--- config.mk ---
export PLATFORM = sky130hd
export DESIGN_NAME = multicycle_controller
export DESIGN_NICKNAME = d
export VERILOG_FILES = /design/src/rtl/multicycle_controller_pkg.sv /design/src/rtl/multicycle_controller_alu_decoder.sv /design/src/rtl/multicycle_controller.sv
export SDC_FILE = /design/constraint.sdc
export NUM_CORES = 1
export LEC_CHECK = 0
export BUFFER_PORTS_ARGS = -buffer_cell sky130_fd_sc_hd__clkbuf_2
export CORE_UTILIZATION = 40
export DETAILED_ROUTE_END_ITERATION = 12
export PLACE_DENSITY = 0.82
export SYNTH_ARGS = -nofsm -noshare
export SYNTH_HDL_FRONTEND = slang
export SYNTH_SLANG_ARGS = --single-unit
--- constraint.sdc ---
create_clock -name clk -period 1.4 [get_ports clk]
set_input_delay 0.14 -clock clk [delete_from_list [all_inputs] [get_ports clk]]
set_output_delay 0.14 -clock clk [all_outputs]
set_load 0.01 [all_outputs]
--- src/rtl/multicycle_controller_pkg.sv ---
// ============================================================================
// multicycle_controller_pkg : shared states, opcodes and mux/ALU encodings
// Revision: 1.0
// ============================================================================
`default_nettype none

package multicycle_controller_pkg;

    typedef enum logic [3:0] {
        S_FETCH    = 4'd0,
        S_DECODE   = 4'd1,
        S_MEMADR   = 4'd2,
        S_MEMREAD  = 4'd3,
        S_MEMWB    = 4'd4,
        S_MEMWRITE = 4'd5,
        S_EXECR    = 4'd6,
        S_EXECI    = 4'd7,
        S_ALUWB    = 4'd8,
        S_BRANCH   = 4'd9,
        S_JAL      = 4'd10
    } state_t;

    localparam logic [6:0] OP_LOAD   = 7'b0000011;
    localparam logic [6:0] OP_STORE  = 7'b0100011;
    localparam logic [6:0] OP_RTYPE  = 7'b0110011;
    localparam logic [6:0] OP_ITYPE  = 7'b0010011;
    localparam logic [6:0] OP_BRANCH = 7'b1100011;
    localparam logic [6:0] OP_JAL    = 7'b1101111;

    localparam logic [2:0] ALU_ADD = 3'b000;
    localparam logic [2:0] ALU_SUB = 3'b001;
    localparam logic [2:0] ALU_AND = 3'b010;
    localparam logic [2:0] ALU_OR  = 3'b011;
    localparam logic [2:0] ALU_SLT = 3'b101;

    localparam logic [1:0] ALUOP_ADD   = 2'b00;
    localparam logic [1:0] ALUOP_SUB   = 2'b01;
    localparam logic [1:0] ALUOP_FUNCT = 2'b10;

    localparam logic [1:0] SRCA_PC    = 2'b00;
    localparam logic [1:0] SRCA_OLDPC = 2'b01;
    localparam logic [1:0] SRCA_REGA  = 2'b10;

    localparam logic [1:0] SRCB_REGB = 2'b00;
    localparam logic [1:0] SRCB_IMM  = 2'b01;
    localparam logic [1:0] SRCB_FOUR = 2'b10;

    localparam logic [1:0] RES_ALUREG = 2'b00;
    localparam logic [1:0] RES_MEM    = 2'b01;
    localparam logic [1:0] RES_ALUOUT = 2'b10;

    localparam logic [1:0] IMM_I = 2'b00;
    localparam logic [1:0] IMM_S = 2'b01;
    localparam logic [1:0] IMM_B = 2'b10;
    localparam logic [1:0] IMM_J = 2'b11;

endpackage

`default_nettype wire

--- src/rtl/multicycle_controller_alu_decoder.sv ---
// ============================================================================
// alu_decoder : maps alu_op / funct fields to the ALU control code
// Revision: 1.0
// ============================================================================
`default_nettype none

module alu_decoder
    import multicycle_controller_pkg::*;
(
    input  logic [1:0] alu_op,
    input  logic [2:0] funct3,
    input  logic       op5,
    input  logic       funct7b5,
    output logic [2:0] alu_ctrl
);

    always_comb begin
        alu_ctrl = ALU_ADD;
        case (alu_op)
            ALUOP_SUB: alu_ctrl = ALU_SUB;
            ALUOP_FUNCT: begin
                case (funct3)
                    // Only R-type (op5=1) may subtract; addi ignores bit 30.
                    3'b000:  alu_ctrl = (op5 & funct7b5) ? ALU_SUB : ALU_ADD;
                    3'b010:  alu_ctrl = ALU_SLT;
                    3'b110:  alu_ctrl = ALU_OR;
                    3'b111:  alu_ctrl = ALU_AND;
                    default: alu_ctrl = ALU_ADD;
                endcase
            end
            default: alu_ctrl = ALU_ADD;
        endcase
    end

endmodule

`default_nettype wire

--- src/rtl/multicycle_controller.sv ---
// ============================================================================
// multicycle_controller : RISC-V multicycle main FSM with ALU decode
// Revision: 1.0
// ============================================================================
`default_nettype none

module multicycle_controller
    import multicycle_controller_pkg::*;
(
    input  logic       clk,
    input  logic       reset,
    input  logic [6:0] op,
    input  logic [2:0] funct3,
    input  logic       funct7b5,
    input  logic       zero,
    input  logic       mem_ready,
    output logic       pc_write,
    output logic       ir_write,
    output logic       reg_write,
    output logic       mem_write,
    output logic       mem_req,
    output logic       adr_src,
    output logic [1:0] alu_src_a,
    output logic [1:0] alu_src_b,
    output logic [1:0] result_src,
    output logic [1:0] imm_src,
    output logic [2:0] alu_ctrl,
    output logic       illegal_op
);

    state_t     state;
    state_t     next_state;
    logic [1:0] alu_op;

    always_ff @(posedge clk or posedge reset) begin
        if (reset) state <= S_FETCH;
        else       state <= next_state;
    end

    always_comb begin
        next_state = state;
        pc_write   = 1'b0;
        ir_write   = 1'b0;
        reg_write  = 1'b0;
        mem_write  = 1'b0;
        mem_req    = 1'b0;
        adr_src    = 1'b0;
        alu_src_a  = SRCA_PC;
        alu_src_b  = SRCB_REGB;
        result_src = RES_ALUREG;
        imm_src    = IMM_I;
        alu_op     = ALUOP_ADD;
        illegal_op = 1'b0;
        case (state)
            S_FETCH: begin
                mem_req    = 1'b1;
                alu_src_b  = SRCB_FOUR;
                result_src = RES_ALUOUT;
                ir_write   = mem_ready;
                pc_write   = mem_ready;
                if (mem_ready) next_state = S_DECODE;
            end
            S_DECODE: begin
                alu_src_a = SRCA_OLDPC;
                alu_src_b = SRCB_IMM;
                imm_src   = IMM_B;
                case (op)
                    OP_LOAD, OP_STORE: next_state = S_MEMADR;
                    OP_RTYPE:          next_state = S_EXECR;
                    OP_ITYPE:          next_state = S_EXECI;
                    OP_BRANCH:         next_state = S_BRANCH;
                    OP_JAL:            next_state = S_JAL;
                    default: begin
                        next_state = S_FETCH;
                        illegal_op = 1'b1;
                    end
                endcase
            end
            S_MEMADR: begin
                alu_src_a = SRCA_REGA;
                alu_src_b = SRCB_IMM;
                if (op == OP_STORE) begin
                    imm_src    = IMM_S;
                    next_state = S_MEMWRITE;
                end else begin
                    next_state = S_MEMREAD;
                end
            end
            S_MEMREAD: begin
                mem_req = 1'b1;
                adr_src = 1'b1;
                if (mem_ready) next_state = S_MEMWB;
            end
            S_MEMWB: begin
                result_src = RES_MEM;
                reg_write  = 1'b1;
                next_state = S_FETCH;
            end
            S_MEMWRITE: begin
                mem_req   = 1'b1;
                mem_write = 1'b1;
                adr_src   = 1'b1;
                if (mem_ready) next_state = S_FETCH;
            end
            S_EXECR: begin
                alu_src_a  = SRCA_REGA;
                alu_op     = ALUOP_FUNCT;
                next_state = S_ALUWB;
            end
            S_EXECI: begin
                alu_src_a  = SRCA_REGA;
                alu_src_b  = SRCB_IMM;
                alu_op     = ALUOP_FUNCT;
                next_state = S_ALUWB;
            end
            S_ALUWB: begin
                reg_write  = 1'b1;
                next_state = S_FETCH;
            end
            S_BRANCH: begin
                alu_src_a  = SRCA_REGA;
                alu_op     = ALUOP_SUB;
                pc_write   = zero;
                next_state = S_FETCH;
            end
            S_JAL: begin
                alu_src_a  = SRCA_OLDPC;
                alu_src_b  = SRCB_FOUR;
                pc_write   = 1'b1;
                next_state = S_ALUWB;
            end
            default: next_state = S_FETCH;
        endcase
    end

    alu_decoder u_alu_decoder (
        .alu_op   (alu_op),
        .funct3   (funct3),
        .op5      (op[5]),
        .funct7b5 (funct7b5),
        .alu_ctrl (alu_ctrl)
    );

endmodule

`default_nettype wire

**Yosys cells after proc, flatten, opt, wreduce, memory -nomap -nowiden**

Index checks and enable logic that the tools add are counted.

- Output and inout bits: 18
- Input bits: 15
- Word-level logic and storage cells: 63
- Register bits after elaboration: 4

- Eq/ne operators: 24
- Bitwise logic cells: 1
- Reductions and logical operators: 14
- Mux-type cells: 23

Operator list:

| kind | number |
|---|---|
| $pmux 4 s6 | 1 |
| $pmux 2 s2 | 5 |
| $pmux 4 s5 | 1 |
| $eq 4x3->1 const B | 4 |
| $eq 7x6->1 const B | 2 |
| $eq 7x7->1 const B | 2 |
| $eq 4x4->1 const B | 3 |
| $mux 4 | 3 |
| $pmux 3 s4 | 1 |
| $reduce_or 2->1 | 6 |
| $mux 1 | 9 |
| $reduce_or 3->1 | 3 |
| $eq 4x2->1 const B | 2 |
| $eq 7x2->1 const B | 1 |
| $eq 7x5->1 const B | 1 |
| $eq 3x3->1 const B | 2 |
| $ne 2x2->1 const B | 3 |
| $pmux 3 s2 | 1 |
| $reduce_or 6->1 | 1 |
| $eq 4x1->1 const B | 1 |
| $logic_not 4->1 | 1 |
| $reduce_or 4->1 | 1 |
| $eq 3x2->1 const B | 1 |
| $logic_not 3->1 | 1 |
| 6 further kinds | 6 |

**Depth between registers and ports, before layout**

- Depth in word-level cells: 5
- Gate-level depth with buffers: 8
- Mapped depth without buffers: 7

**Cells and area by module**

A second synthesis with hierarchy kept.

- Cells, all modules: 91
- Area total of the unflattened synthesis: 638.1 um^2

By module, submodules not included:

| module | instances | cells each | sequential area each (um^2) | area each (um^2) |
|---|---|---|---|---|
| multicycle_controller | 1 | 80 | 100.1 | 541.8 |
| alu_decoder | 1 | 11 | 0.0 | 96.3 |

**Worst setup path after synthesis**

OpenSTA, ideal clock, no wires.

- Kind: reg2out
- From: register state[0]
- To: output port alu_ctrl[2]
- Arrival time: 1.656 ns
- Data required time: 1.260 ns
- Slack: -0.396 ns
- Buffers on the path: 1
- Stages on the path, launching flop included: 8
- Cell sequence: dfrtp_1 -> buf_2 -> inv_1 -> nor2_1 -> nand2_1 -> inv_1 -> ha_1 -> nor4_1

- Longest elaborated chain between the ends: 5
- Elaborated cells on any way between the ends: 8
- Classes of those cells: 5 x eq/ne; 2 x mux; 1 x reduce/logical

RTL lines:

| what | RTL line | RTL |
|---|---|---|
| start, declared | multicycle_controller.sv:31 | `state_t state;` |
| start signal, assigned | multicycle_controller.sv:37 | `else state <= next_state;` |
| $eq 4x3->1 | multicycle_controller.sv:54 | `case (state)` |
| $reduce_or 2->1 (no line) | -- |  |
| $pmux 2 s2 * | multicycle_controller.sv:54 |  |
| $eq 2x2->1 or $eq 2x1->1 (tied branches) | multicycle_controller_alu_decoder.sv:19 | `case (alu_op)` |
| $pmux 3 s2 * | multicycle_controller_alu_decoder.sv:19 |  |
| end, declared | multicycle_controller.sv:27 | `output logic [2:0] alu_ctrl,` |

Mark *: on every way between the ends. The rest lies on a longest branch, timed or not.

**Final worst setup path**

- From: register state[1]
- To: output port pc_write

- Longest elaborated chain between the ends: 2
- Elaborated cells on any way between the ends: 4
- Classes of those cells: 2 x eq/ne; 1 x mux; 1 x reduce/logical

RTL lines:

| what | RTL line | RTL |
|---|---|---|
| $eq 4x4->1 or $logic_not 4->1 (tied branches) | multicycle_controller.sv:54 |  |
| $pmux 1 s3 * | multicycle_controller.sv:54 |  |
| end, declared | multicycle_controller.sv:17 | `output logic pc_write,` |

Marked as above.

==> run summary <==
* **vias per cell** 5.888
* **Worst path slowest cell** dfrtp_1
* **clock network latency to the later pin of the worst-skew pair** 0.24 ns
* **Max stage delay on crit path** 0.39 ns
* **Tmin final** 1.865 ns
* **internal reg-to-reg setup slack** -0.10 ns
* **wire length of the first global-routing pass** 3698 um
* **total global routing track utilization** 26.48%
* **Data required, critical path** 1.26 ns
* **final worst slack** -0.4650 ns
* **number of synthesized flops with an enable pin** 0
* **post-synth cell types** 38
* **number of sinks handled by clock tree synthesis** 4
* **starting utilization of the core area** 42.77%
* **Antenna Nets Post-Route** 0
* **maximum number of pins on one net before global-route repair** 12
* **via count** 942
* **die extent in y** 42.14 um
* **fraction of final layout cells sized beyond drive strength 1** 68.06%
* **Synth-to-Final Area Change** 102.7%
* **total number of yosys warnings** 0
* **total global routing overflow** 0
* **Final period util** 133.2%
* **max-slew violations** 0
* **average wire per standard cell** 17.44 um
* **kind of capture point of the worst setup path** primary output
* **Detailed Routing Iterations Pass 1** 4
* **Reg-to-Reg End** state[2]$_DFFE_PP0P_
* **busiest grt layer** met2
* **outcome** complete, but fails checks
* **Ant. Diodes** 0
* **largest fanout on the critical path** 8
* **endpoint arrival time on the critical path** 1.72 ns
* **die span in x** 42.14 um
* **dominant cells by area after synthesis** dfrtp_1 16%, nor2_1 5.2%, nor2b_1 4.9%
* **grt met2 use** 48.44%
* **Largest regs** state: 4 flops
* **final count of hold timing violations** 0
* **max_slew headroom** 83.81%
* **Power Density** 459.0 nW/um2
* **dominant register cell in the synthesized netlist** dfrtp_1
* **crit path cell chain** buf_6 -> buf_8 -> and2b_1 -> a21o_1 -> a32oi_1 -> nor2_1 -> clkbuf_2
* **portion of synthesized cell area occupied by the leading cell type** 15.53%
* **startpoint type of the worst setup path** flop
* **clock buffer count from CTS** 3
* **post-detailed-routing wire length** 2790 um
* **H-tree depth** 1
* **antenna violations before repair** 0
* **dpl hpwl** 1504 um
* **commonest cells after routing, fill and taps aside** 17 x clkbuf_2, 16 x buf_4, 13 x buf_2, 11 x buf_6, 7 x nor2_1
* **number of top-level pins** 33
* **post-synth top area cell** dfrtp_1
* **drt drc** 0
* **standard-cell row count** 14
* **cell at the root of the clock tree** clkbuf_4
* **max FFs per register** 4
* **worst reg2reg path startpoint** state[3]$_DFFE_PP0P_
* **vias in the first global route** 847
* **count of routing violations after the opening detailed-route iteration** 19
* **GR Util met3** 3.017%
* **worst clock skew** 0.003786 ns
* **hold crit path type** in2reg
* **share of the yosys chip area belonging to registers** 15.53%
* **Longest Clk Path Bufs** 2
* **synthesized area** 644.4 um2
* **sum of internal, switching and leakage power** 0.5996 mW
* **clock tree from TritonCTS** yes
* **grt met1 use** 32.45%
* **highest clock rate** 536.2 MHz
* **family of cells with the greatest summed delay on the critical path** buffers and inverters
* **Maximum Capacitance Violations** 0
* **smallest hold slack** 0.2084 ns
* **number of instances in the synthesized netlist** 86
* **start point of the critical path** state[1]$_DFFE_PP0P_
* **failing checks** setup timing
* **most frequent standard cell in the layout excluding fill and tap cells** clkbuf_2
* **number of storage elements in the synthesis netlist** 4
* **Final #Nets** 163
* **post-synthesis async set-or-reset flop share** 100.0%
* **number of failing setup endpoints in the final timing report** 22
* **Buf+Inv Stages, Crit Path** 3
* **syn nets** 103
* **destination of the critical timing path** pc_write
* **depth of the critical timing path with buffers and inverters included** 7
* **worst-margin pin slew** 0.2410 ns
* **R2R cell count** 4
* **leakage dissipation** 0.6534 nW
* **largest vdd supply drop** 481.3 uV
* **area of the core region** 1506 um2
* **setup repair after global routing missed its margin** yes
* **mean instance size in the synthesized netlist** 7.493 um2
* **register name with the most flops** state
* **overall die area** 1775 um2
* **startpoint-to-endpoint class of the critical path** reg2out
* **count of port buffers added during placement** 32
* **Final GP Congestion** 0.8585
* **clock slew at the register clock pins of the worst setup and hold paths** 0.04 ns
[metal layers]
layer / vias up / share of wire [%]
li1: 429 / -
met2: 46 / 53
met3: 15 / 5.9
met5: - / 0
met1: 452 / 37
met4: 0 / 4.6
[kinds of logic (layout without fill, tap and decap cells)]
logic type | Yosys count | after routing | synth area share, %
buffers and inverters | 12 | 70 | 8.931
flip-flops | 4 | 4 | 15.53
adder cells (fa/ha/maj) | 2 | 2 | 3.883
AND/OR/NAND/NOR | 46 | 46 | 46.02
AO/OA/AOI/OAI | 16 | 16 | 16.70
multiplexers | 3 | 3 | 4.854
XOR/XNOR | 3 | 3 | 4.078
[power by group]
group          switching (mW)  internal (mW)  total [mW]
registers             0.00509          0.121       0.126
logic                   0.160          0.163       0.324
clock network          0.0538         0.0963       0.150
total                   0.219          0.380       0.600
[through the flow]
stage	cell area, um2	std cells	util (%)	TNS [ns]	worst slack [ns]
final	1306	160	86.71	-4.890	-0.4650
after global routing	1306	160	86.71	-6.020	-0.5402
after CTS	1166	154	77.41	-3.442	-0.3690
after detailed placement	964.7	143	64.04	-1.016	-0.1785
after global placement	964.7	143	64.04	-0.6961	-0.1441
after floorplan	711.9	86	-	-0.3631	-0.1404
[final cells by class]
cell class	instances	area (um2)
Clock buffer	3	22.52
Fill cell	81	200.2
Inverter	6	22.52
Multi-Input combinational cell	70	689.4
Sequential cell	4	102.6
Tap cell	16	20.02
Timing Repair Buffer	61	449.2
[cell usage after synthesis, types with 2 or more instances]
cell type  count
a21oi_1        3
and4b_1        2
mux2i_1        2
dfrtp_1        4
nor4_1         4
o21ai_0        2
and2_1         2
nand2_1        7
xnor2_1        3
buf_2          4
inv_1          6
nor3b_1        2
nor2_1         9
a22oi_1        2
a31oi_1        2
and3_1         2
nor2b_1        5
ha_1           2
nor3_1         3
or4_1          2
[what timing repair did]
item,4_1_cts,5_1_grt
pin swaps,12,13
endpoints found under the hold margin,4,0
setup buffers,7,6
setup endpoints to repair,21,21
gates resized for setup,28,36
hold buffers,1,0
[how the worst min path moves through the flow]
| stage | startpoint | endpoint | slack (ns) | cells past startpoint |
|---|---|---|---|---|
| after global routing | mem_ready | state[1]$_DFFE_PP0P_ | 0.23 | 2 |
| after floorplan | reset | state[0]$_DFFE_PP0P_ | -0.09 | 1 |
| final | mem_ready | state[1]$_DFFE_PP0P_ | 0.21 | 2 |
| after CTS | mem_ready | state[1]$_DFFE_PP0P_ | 0.20 | 2 |
| after global placement | reset | state[0]$_DFFE_PP0P_ | 0.002 | 2 |
| after detailed placement | reset | state[1]$_DFFE_PP0P_ | -0.001 | 2 |
Power figures use the tool's default switching activity.
